File: src/rtl/ifu_lsu_icb_arb.sv
// ifu_lsu_icb_arb: two-requester ICB arbiter (IFU fetch, LSU load/store) onto one BIU port.
// Commands and responses pass combinationally. An in-order ID FIFO of OUTS_DEPTH entries
// routes each downstream response back to the requester that issued the command.
// Optional build macro ARB_ROUND_ROBIN_EN selects round-robin arbitration.
// Without it, arbitration is fixed priority with LSU over IFU.
module ifu_lsu_icb_arb #(
  parameter int unsigned OUTS_DEPTH = 2,
  parameter int unsigned ADDR_W     = 32,
  parameter int unsigned DATA_W     = 32
) (
  input  logic                clk,
  input  logic                rst_n,
  // IFU command / response
  input  logic                ifu_icb_cmd_valid,
  output logic                ifu_icb_cmd_ready,
  input  logic [ADDR_W-1:0]   ifu_icb_cmd_addr,
  output logic                ifu_icb_rsp_valid,
  input  logic                ifu_icb_rsp_ready,
  output logic                ifu_icb_rsp_err,
  output logic [DATA_W-1:0]   ifu_icb_rsp_rdata,
  // LSU command / response
  input  logic                lsu_icb_cmd_valid,
  output logic                lsu_icb_cmd_ready,
  input  logic [ADDR_W-1:0]   lsu_icb_cmd_addr,
  input  logic                lsu_icb_cmd_read,
  input  logic [DATA_W-1:0]   lsu_icb_cmd_wdata,
  input  logic [DATA_W/8-1:0] lsu_icb_cmd_wmask,
  output logic                lsu_icb_rsp_valid,
  input  logic                lsu_icb_rsp_ready,
  output logic                lsu_icb_rsp_err,
  output logic [DATA_W-1:0]   lsu_icb_rsp_rdata,
  // Shared downstream BIU port
  output logic                biu_icb_cmd_valid,
  input  logic                biu_icb_cmd_ready,
  output logic [ADDR_W-1:0]   biu_icb_cmd_addr,
  output logic                biu_icb_cmd_read,
  output logic [DATA_W-1:0]   biu_icb_cmd_wdata,
  output logic [DATA_W/8-1:0] biu_icb_cmd_wmask,
  input  logic                biu_icb_rsp_valid,
  output logic                biu_icb_rsp_ready,
  input  logic                biu_icb_rsp_err,
  input  logic [DATA_W-1:0]   biu_icb_rsp_rdata,
  output logic                arb_idle
);

  localparam int unsigned MASK_W = DATA_W / 8;
  localparam int unsigned CNT_W  = $clog2(OUTS_DEPTH + 1);
  localparam int unsigned PTR_W  = (OUTS_DEPTH > 1) ? $clog2(OUTS_DEPTH) : 1;

  // Grant lock: HOLD keeps the presented command stable until the BIU accepts it
  typedef enum logic [0:0] {ST_OPEN, ST_HOLD} state_e;

  state_e                  state_q, state_d;
  logic                    hold_sel_q, hold_sel_d;
  logic [CNT_W-1:0]        cnt_q, cnt_d;
  logic [PTR_W-1:0]        wptr_q, wptr_d, rptr_q, rptr_d;
  logic [OUTS_DEPTH-1:0]   ids_q, ids_d;

  logic arb_sel;      // 0 = IFU, 1 = LSU
  logic sel_valid;
  logic fifo_full;
  logic fifo_empty;
  logic cmd_hsk;
  logic rsp_hsk;
  logic head_id;

`ifdef ARB_ROUND_ROBIN_EN
  logic last_q, last_d;
`endif

  function automatic logic [PTR_W-1:0] ptr_inc(input logic [PTR_W-1:0] p);
    return (p == PTR_W'(OUTS_DEPTH - 1)) ? '0 : p + PTR_W'(1);
  endfunction

  assign fifo_full  = (cnt_q == CNT_W'(OUTS_DEPTH));
  assign fifo_empty = (cnt_q == '0);
  assign head_id    = ids_q[rptr_q];

  // Requester selection: a held grant wins; otherwise arbitrate between live requests
  always_comb begin
    arb_sel = lsu_icb_cmd_valid;
`ifdef ARB_ROUND_ROBIN_EN
    if (ifu_icb_cmd_valid && lsu_icb_cmd_valid) begin
      arb_sel = ~last_q;
    end
`endif
    if (state_q == ST_HOLD) begin
      arb_sel = hold_sel_q;
    end
  end

  // Command path: mux the granted payload to BIU; IFU is always a full-word read
  always_comb begin
    sel_valid         = arb_sel ? lsu_icb_cmd_valid : ifu_icb_cmd_valid;
    biu_icb_cmd_valid = sel_valid & ~fifo_full;
    biu_icb_cmd_addr  = arb_sel ? lsu_icb_cmd_addr  : ifu_icb_cmd_addr;
    biu_icb_cmd_read  = arb_sel ? lsu_icb_cmd_read  : 1'b1;
    biu_icb_cmd_wdata = arb_sel ? lsu_icb_cmd_wdata : '0;
    biu_icb_cmd_wmask = arb_sel ? lsu_icb_cmd_wmask : MASK_W'(0);
    ifu_icb_cmd_ready = ~arb_sel & biu_icb_cmd_ready & ~fifo_full;
    lsu_icb_cmd_ready =  arb_sel & biu_icb_cmd_ready & ~fifo_full;
    cmd_hsk           = biu_icb_cmd_valid & biu_icb_cmd_ready;
  end

  // Response path: route to the requester at the head of the ID FIFO
  always_comb begin
    biu_icb_rsp_ready = ~fifo_empty & (head_id ? lsu_icb_rsp_ready : ifu_icb_rsp_ready);
    ifu_icb_rsp_valid = ~fifo_empty & ~head_id & biu_icb_rsp_valid;
    lsu_icb_rsp_valid = ~fifo_empty &  head_id & biu_icb_rsp_valid;
    ifu_icb_rsp_err   = biu_icb_rsp_err;
    lsu_icb_rsp_err   = biu_icb_rsp_err;
    ifu_icb_rsp_rdata = biu_icb_rsp_rdata;
    lsu_icb_rsp_rdata = biu_icb_rsp_rdata;
    rsp_hsk           = biu_icb_rsp_valid & biu_icb_rsp_ready;
    arb_idle          = fifo_empty & ~ifu_icb_cmd_valid & ~lsu_icb_cmd_valid;
  end

  // Grant-lock next state: enter HOLD when a command is shown but not taken
  always_comb begin
    state_d    = state_q;
    hold_sel_d = hold_sel_q;
    case (state_q)
      ST_OPEN: begin
        if (biu_icb_cmd_valid && !biu_icb_cmd_ready) begin
          state_d    = ST_HOLD;
          hold_sel_d = arb_sel;
        end
      end
      ST_HOLD: begin
        // a withdrawn request also releases the lock so the other side cannot starve
        if (cmd_hsk || !sel_valid) begin
          state_d = ST_OPEN;
        end
      end
      default: state_d = ST_OPEN;
    endcase
  end

  // ID FIFO next state: push source on command handshake, pop on response handshake
  always_comb begin
    ids_d  = ids_q;
    wptr_d = wptr_q;
    rptr_d = rptr_q;
    cnt_d  = cnt_q;
    if (cmd_hsk) begin
      ids_d[wptr_q] = arb_sel;
      wptr_d        = ptr_inc(wptr_q);
    end
    if (rsp_hsk) begin
      rptr_d = ptr_inc(rptr_q);
    end
    case ({cmd_hsk, rsp_hsk})
      2'b10:   cnt_d = cnt_q + CNT_W'(1);
      2'b01:   cnt_d = cnt_q - CNT_W'(1);
      default: cnt_d = cnt_q;
    endcase
  end

`ifdef ARB_ROUND_ROBIN_EN
  // Round-robin pointer remembers the last requester actually accepted
  always_comb begin
    last_d = last_q;
    if (cmd_hsk) begin
      last_d = arb_sel;
    end
  end

  // Round-robin pointer register; reset as if LSU went last so IFU wins first
  always_ff @(posedge clk or negedge rst_n) begin
    if (!rst_n) begin
      last_q <= 1'b1;
    end else begin
      last_q <= last_d;
    end
  end
`endif

  // State registers; reset drops any outstanding IDs
  always_ff @(posedge clk or negedge rst_n) begin
    if (!rst_n) begin
      state_q    <= ST_OPEN;
      hold_sel_q <= 1'b0;
      cnt_q      <= '0;
      wptr_q     <= '0;
      rptr_q     <= '0;
      ids_q      <= '0;
    end else begin
      state_q    <= state_d;
      hold_sel_q <= hold_sel_d;
      cnt_q      <= cnt_d;
      wptr_q     <= wptr_d;
      rptr_q     <= rptr_d;
      ids_q      <= ids_d;
    end
  end

endmodule

File: config.mk
export PLATFORM = sky130hd
export DESIGN_NAME = ifu_lsu_icb_arb
export DESIGN_NICKNAME = d
export VERILOG_FILES = /design/src/rtl/ifu_lsu_icb_arb.sv
export SDC_FILE = /design/constraint.sdc
export NUM_CORES = 1
export LEC_CHECK = 0
export CAP_MARGIN = 5
export CORE_AREA = 3 3 110 112
export DETAILED_ROUTE_END_ITERATION = 6
export DIE_AREA = 0 0 113 115
export PLACE_DENSITY_LB_ADDON = 0.3
export SLEW_MARGIN = 20
export SYNTH_ARGS = -nofsm -noshare
export SYNTH_HDL_FRONTEND = slang
export SYNTH_SLANG_ARGS = --single-unit
export TNS_END_PERCENT = 100
File: constraint.sdc
create_clock -name clk -period 1.8 [get_ports clk]
set_input_delay 0.27 -clock clk [delete_from_list [all_inputs] [get_ports clk]]
set_output_delay 0.27 -clock clk [all_outputs]
set_load 0.005 [all_outputs]
==> results by group, run 1 <==
Synthesis
  – Count leader, synth: buf_4
  – Synth Area in Compound Gates: between 4 and 5%
  – Proportion of synthesized area in mux cells: roughly 30%
  – Yosys top cell by area: buf_4
  – Netlist Area Pre-Place: between 1500 and 2000 um^2
  – Post-Synthesis Net Count: between 300 and 400
  – Syn_area_per_cell: 9.05 um^2
  – Post-synth EDFFs: 0
  – Adder-cell share of the synthesized area: less than 1%
  – Synth area leaders: buf_4 (29%), mux2_4 (25%), nor2b_1 (13%), dfrtp_1 (12%), nor2_1 (2.0%)
  – Post-synth top flop: dfrtp_1
  – Cell variety after synth: 29
  – FFs w/ async S/R, synth: between 90% and 100%
  – Seq/Total Area, Yosys: roughly an eighth
  – Top-area cell type share of the netlist area: 28.8%
  – Main combinational cell family by area after synthesis: buffers and inverters
  – Simple-gate portion of the synthesized area: 18.8%
  – YS warnings: 0
  – Flops & latches, synth: 8
  – Post-Synth XOR/XNOR Area: about 2.5%
  – Gate Count Post-Synth: 190
  – Post-synth top cells: buf_4 (66), nor2b_1 (37), mux2_4 (29), nor2_1 (9), dfrtp_1 (8)

Routing
  – Vias/cell: between 3 and 4
  – Initial DRC count: 32
  – First-pass iteration count of the detailed router: 2
  – DRC Markers: 0
  – DRT Wirelength: slightly above 7 mm
  – WL/cell: approximately 15 um
  – Vias: around 1.8k
  – Final ANT Viol Nets: 0

GRT
  – Total GRT Usage: under 10%
  – Grt ovf: 0
  – Global-route wire length before repair: ~10 mm
  – Largest net degree at the start of global routing: 16
  – Vias in the first global route: slightly above 2k
  – Antenna violations before repair: 0

Floorplan
  – Area of the core: approximately 11000 um^2
  – Die ar.: approximately 13000 um^2
  – I/O Pins: ~280
  – Initial Utilization: 15.2%
  – Die H: around 120 um
  – # rows: 39
  – Die Width: around 110 um

Power and ir drop
  – Pleak: 1.70 nW
  – Int Pwr: 2.80 mW
  – Total power: about 4.2 mW
  – Pwr/cell area: ~1100 nW/um^2
  – IR drop worst, VDD: roughly 450 uV
  – Power share of the clock group: around 9%
  – Sequential share of power: 9.1%
  – Switching Share: 33.7%
  – Net switching power: approximately 1.4 mW
  – Logic pwr share: about 80%

Worst hold path
  – Hold crit path type: input pin to asynchronous set/reset pin

Placement
  – IO Port Bufs: 184
  – Hpwl dp: 5.57 mm
  – Final GP Congestion: 0.732
  – Pre-CTS WS: -516 ps

Clock tree
  – Clock Path Buffers: 2
  – Clock buffer count from CTS: 3
  – CTS sink count: 8
  – Root Buffer: clkbuf_16
  – H-tree Lvls: 1
  – Clock slew at reported path FFs: approximately 40 ps
  – Clock Latency Late Sink: between 200 and 250 ps
  – TritonCTS clock tree: built

Critical path
  – Critical path required time: roughly 1500 ps
  – Critical path type: flip-flop to output port
  – WP data arrival: ~1700 ps
  – Setup crit start kind: flip-flop
  – Crit. End Element: output port
  – Largest fanout on the critical path: 7

Layout
  – # diodes: 0
  – Share of cells above drive strength 1: between 40% and 50%
  – Multi-input gate area: ~1100 um^2
  – Layout area overhead: 116%
  – Fill cell count: ~1.2k
  – Storage element area: ~200 um^2
  – Core Util, Final: between 30% and 40%
  – Fin nets: between 400 and 500

STA
  – Final hold vios: 0
  – Final Critical Period: between 1500 and 2000 ps
  – Setup Skew: around 3.6 ps
  – Setup violations, final: 44
  – Fin crit share: 110%
  – Final setup margin: -177 ps
  – Slew margin rel.: 70.2%
  – Max frequency: 506 MHz
  – RSZ-0062 raised after global routing: true
  – Max-slew violations: 0
  – Least-Margin Pin Slew: between 400 and 500 ps
  – Fin Setup TNS: -5130 ps

Run status
  – Violated checks: negative setup slack
  – Outcome: finished, violations left

Flow run
  – Max Cap Violations: 0
[cell families after synthesis]
kind of cell	count (synthesis)
xor+xnor	5
flops	8
mux	35
simple gates	56
fa+ha+maj	1
compound gates	9
buf+inv	76
[sequential cells by signal, indices dropped and copies added (netlist names)]
register    cells
state_q         1
cnt_q           2
wptr_q          1
hold_sel_q      1
rptr_q          1
ids_q           2
[critical path: stages (launching register included)]
cell	delay [ps]
dfrtp_1	390
mux2i_4	310
buf_8	200
buf_12	140
mux2_4	300
buf_6	120
[power groups by stage]
stage                     logic (mW)  clock network, mW  registers, mW
after floorplan                 1.36                  0          0.352
after global placement          2.74                  0          0.379
after detailed placement        2.77                  0          0.384
after CTS                       3.41              0.380          0.387
after global routing            3.71              0.389          0.400
final                           3.46              0.374          0.383
[per-stage QoR]
step | cell area [um^2] | hold slack, ps | std cells
3_3_place_gp | 3340 | 489 | 458
6_report | 3710 | 356 | 480
2_1_floorplan | 1720 | -25.6 | 190
3_5_place_dp | 3340 | 494 | 458
4_1_cts | 3700 | 355 | 478
5_1_grt | 3710 | 372 | 480
[area by class of cell]
| type | count | area share [%] |
|---|---|---|
| repair buffers | 218 | 58.2 |
| multi-input cells | 106 | 29.4 |
| flip-flops and latches | 8 | 5.40 |
| well taps | 143 | 4.82 |
| clock buffers | 3 | 2.02 |
| inverters | 2 | 0.202 |
[path summary, 6_finish.rpt]
| check | start | end | slack [ps] | depth (start not counted) |
|---|---|---|---|---|
| setup / recovery | state_q | biu_icb_cmd_addr[22] | -180 | 5 |
| setup reg to reg | hold_sel_q | cnt_q[1] | 100 | 6 |
| max in group asynchronous | rst_n | rptr_q | 1140 | 1 |
| hold / removal | rst_n | cnt_q[1] | 360 | 1 |
| min in group clk | wptr_q | wptr_q | 510 | 1 |
| hold reg to reg | wptr_q | wptr_q | 510 | 1 |
[layout by cell type, fill, tap and decap left out, types with 3 or more instances in the layout]
cell type        instances
nor2b_4                  8
buf_6                   48
dfrtp_1                  8
mux2_4                  32
nor2_1                   8
nor2b_1                 26
xnor2_1                  3
o21ai_0                  3
buf_12                   5
buf_2                   13
clkbuf_2                21
buf_4                   11
clkdlybuf4s50_1        107
nor2b_2                  3
clkbuf_16                4
buf_8                    7
dlygate4sd2_1            4
[per-layer routing]
layer	part of all wire (%)	vias up	GRT usage (%)	routed length, um
met5	0	-	0	0
met4	2.6	0	3.13	183
met1	34	824	9.77	2440
met2	50	141	17.4	3520
met3	13	25	3.79	956
li1	-	853	-	-
[timing repair]
item,CTS,global route
gates cloned,3,1
endpoints found under the setup margin,77,74
gates resized for setup,301,82
pin swaps,3,4
buffers inserted,15,9
hold buffers,0,0
Power figures use the tool's default switching activity.
==> run 2: changes to the inputs <==
SKIP_CTS_REPAIR_TIMING = 1   (was default)
==> run 2 against run 1 <==
Against the previous run:
- the flow still finishes with violations (negative setup slack)
- utilization decreased by 0.29 points
- final area shrank 0.88%
- non-clock buffer count up 11
==> results by group, run 2 (same netlist as run 1, synthesis figures left out) <==
Run status
  – Outcome: finished, violations left
  – Violated checks: negative setup slack

Floorplan
  – # rows: 39 (unchanged)
  – Die Width: 113 um (unchanged)
  – Die H: 115 um (unchanged)
  – Area of the core: 11300 um^2 (unchanged)
  – Die ar.: 13000 um^2 (unchanged)
  – I/O Pins: 284 (unchanged)
  – Initial Utilization: 15.2% (unchanged)

Placement
  – IO Port Bufs: 184 (unchanged)
  – Final GP Congestion: 0.732 (unchanged)
  – Hpwl dp: 5.57 mm (unchanged)

Critical path
  – Largest fanout on the critical path: 5 (-2)
  – Critical path type: flip-flop to output port
  – Crit. End Element: output port
  – Setup crit start kind: flip-flop
  – Critical path required time: 1530 ps (about the same)
  – WP data arrival: 1830 ps (+120 ps)

Power and ir drop
  – IR drop worst, VDD: 423 uV (-6.2%)
  – Int Pwr: 2.79 mW (-0.18%)
  – Switching Share: 33.5% (-0.15 points)
  – Pleak: 1.81 nW (+6.5%)
  – Net switching power: 1.41 mW (-0.85%)
  – Logic pwr share: 82.0% (about the same)
  – Pwr/cell area: 1140 nW/um^2 (+0.47%)
  – Power share of the clock group: 8.8% (about the same)
  – Sequential share of power: 9.2% (about the same)

Layout
  – Core Util, Final: 32.5% (-0.29 points)
  – Fin nets: 493 (+2.3%)
  – Most frequent cells in the layout: clkdlybuf4s50_1 (107), mux2_4 (32), clkbuf_2 (31)
  – Top Registers: cnt_q (2), ids_q (2)
  – Layout area overhead: 114%
  – # diodes: 0 (unchanged)
  – Commonest non-fill, non-tap cell in the layout: clkdlybuf4s50_1
  – Share of cells above drive strength 1: 49.4% (+1.1 points)

Clock tree
  – TritonCTS clock tree: built
  – Clock buffer count from CTS: 3 (unchanged)
  – H-tree Lvls: 1 (unchanged)
  – Root Buffer: clkbuf_16
  – Clock slew at reported path FFs: 40 ps (about the same)
  – CTS sink count: 8 (unchanged)
  – Clock Latency Late Sink: 230 ps (about the same)
  – Clock Path Buffers: 2 (unchanged)

GRT
  – Antenna violations before repair: 0 (unchanged)
  – Vias in the first global route: 1916 (-5.0%)
  – Total GRT Usage: 8.59% (-0.86 points)
  – Grt ovf: 0 (unchanged)
  – Largest net degree at the start of global routing: 31 (+15)
  – Global-route wire length before repair: 9.19 mm (-8.3%)

STA
  – RSZ-0062 raised after global routing: true
  – Setup Skew: 1.66 ps (-1.90 ps)
  – Least-Margin Pin Slew: 425 ps (-20.8 ps)
  – Max-slew violations: 0 (unchanged)
  – Slew margin rel.: 71.5% (+1.4 points)
  – Hold Slack: 349 ps (-6.57 ps)
  – Fin Setup TNS: -10680 ps (-5550 ps)
  – Setup violations, final: 63 (+43%)
  – Max frequency: 477 MHz (-5.7%)
  – Final hold vios: 0 (unchanged)
  – Final Critical Period: 2100 ps (+119 ps)
  – Final setup margin: -296 ps (-119 ps)
  – Fin crit share: 116% (+6.6 points)

Flow run
  – Max Cap Violations: 0 (unchanged)

Routing
  – Initial DRC count: 24 (-25%)
  – Vias/cell: 3.83 (-0.17%)
  – DRT Wirelength: 7.21 mm (+1.6%)
  – DRC Markers: 0 (unchanged)
  – First-pass iteration count of the detailed router: 3 (+1)
  – Final ANT Viol Nets: 0 (unchanged)
  – WL/cell: 14.7 um (-0.67%)
  – Vias: 1882 (+2.1%)

Worst hold path
  – Hold crit path type: input pin to asynchronous set/reset pin
==> run 2: area by class of cell <==
| cell class | count | area [um^2] |
|---|---|---|
| Inverter | 2 | 7.51 |
| Fill cell | 1204 | 7640 |
| Sequential cell | 8 | 200 |
| Tap cell | 143 | 179 |
| Multi-Input combinational cell | 106 | 1090 |
| Clock buffer | 3 | 75.1 |
| Timing Repair Buffer | 229 | 2120 |
==> run 2: stage by stage <==
stage                     power (mW)  std cells  area [um^2]  setup WS, ps
after floorplan                 1.72        190         1720           186
after global placement          3.12        458         3340          -484
after detailed placement        3.15        458         3340          -516
after CTS                       3.54        461         3420          -519
after global routing            4.49        491         3680          -353
final                           4.20        491         3680          -296
==> run 2: path summary, 6_finish.rpt <==
check                      startpoint                   end  slack [ps]  depth (start not counted)
max reg2reg                hold_sel_q              cnt_q[1]         100                          7
min in group clk               wptr_q                wptr_q         510                          1
max                           state_q  biu_icb_cmd_addr[14]        -300                          7
min reg2reg                    wptr_q                wptr_q         510                          1
min                             rst_n              cnt_q[1]         350                          1
max in group asynchronous       rst_n                rptr_q        1160                          1
==> run 2: critical path: stages (launching register included) <==
cell	delay (ps)
dfrtp_1	390
mux2i_4	320
buf_12	140
clkbuf_16	140
buf_4	110
buf_8	100
mux2_4	290
clkbuf_2	120
==> run 2: power groups by stage <==
stage / logic (mW) / registers, mW / clock network (mW)
4_1_cts: 2.78 / 0.382 / 0.380
3_5_place_dp: 2.77 / 0.384 / 0
3_3_place_gp: 2.74 / 0.379 / 0
2_1_floorplan: 1.36 / 0.352 / 0
6_report: 3.45 / 0.385 / 0.370
5_1_grt: 3.70 / 0.402 / 0.389
==> run 2: layer usage <==
| metal | wire length (um) | GRT usage, % | vias to the layer above |
|---|---|---|---|
| met2 | 3540 | 15.6 | 141 |
| met1 | 2540 | 8.73 | 838 |
| met4 | 183 | 3.13 | 0 |
| met5 | 0 | 0 | - |
| li1 | - | - | 878 |
| met3 | 943 | 3.89 | 25 |
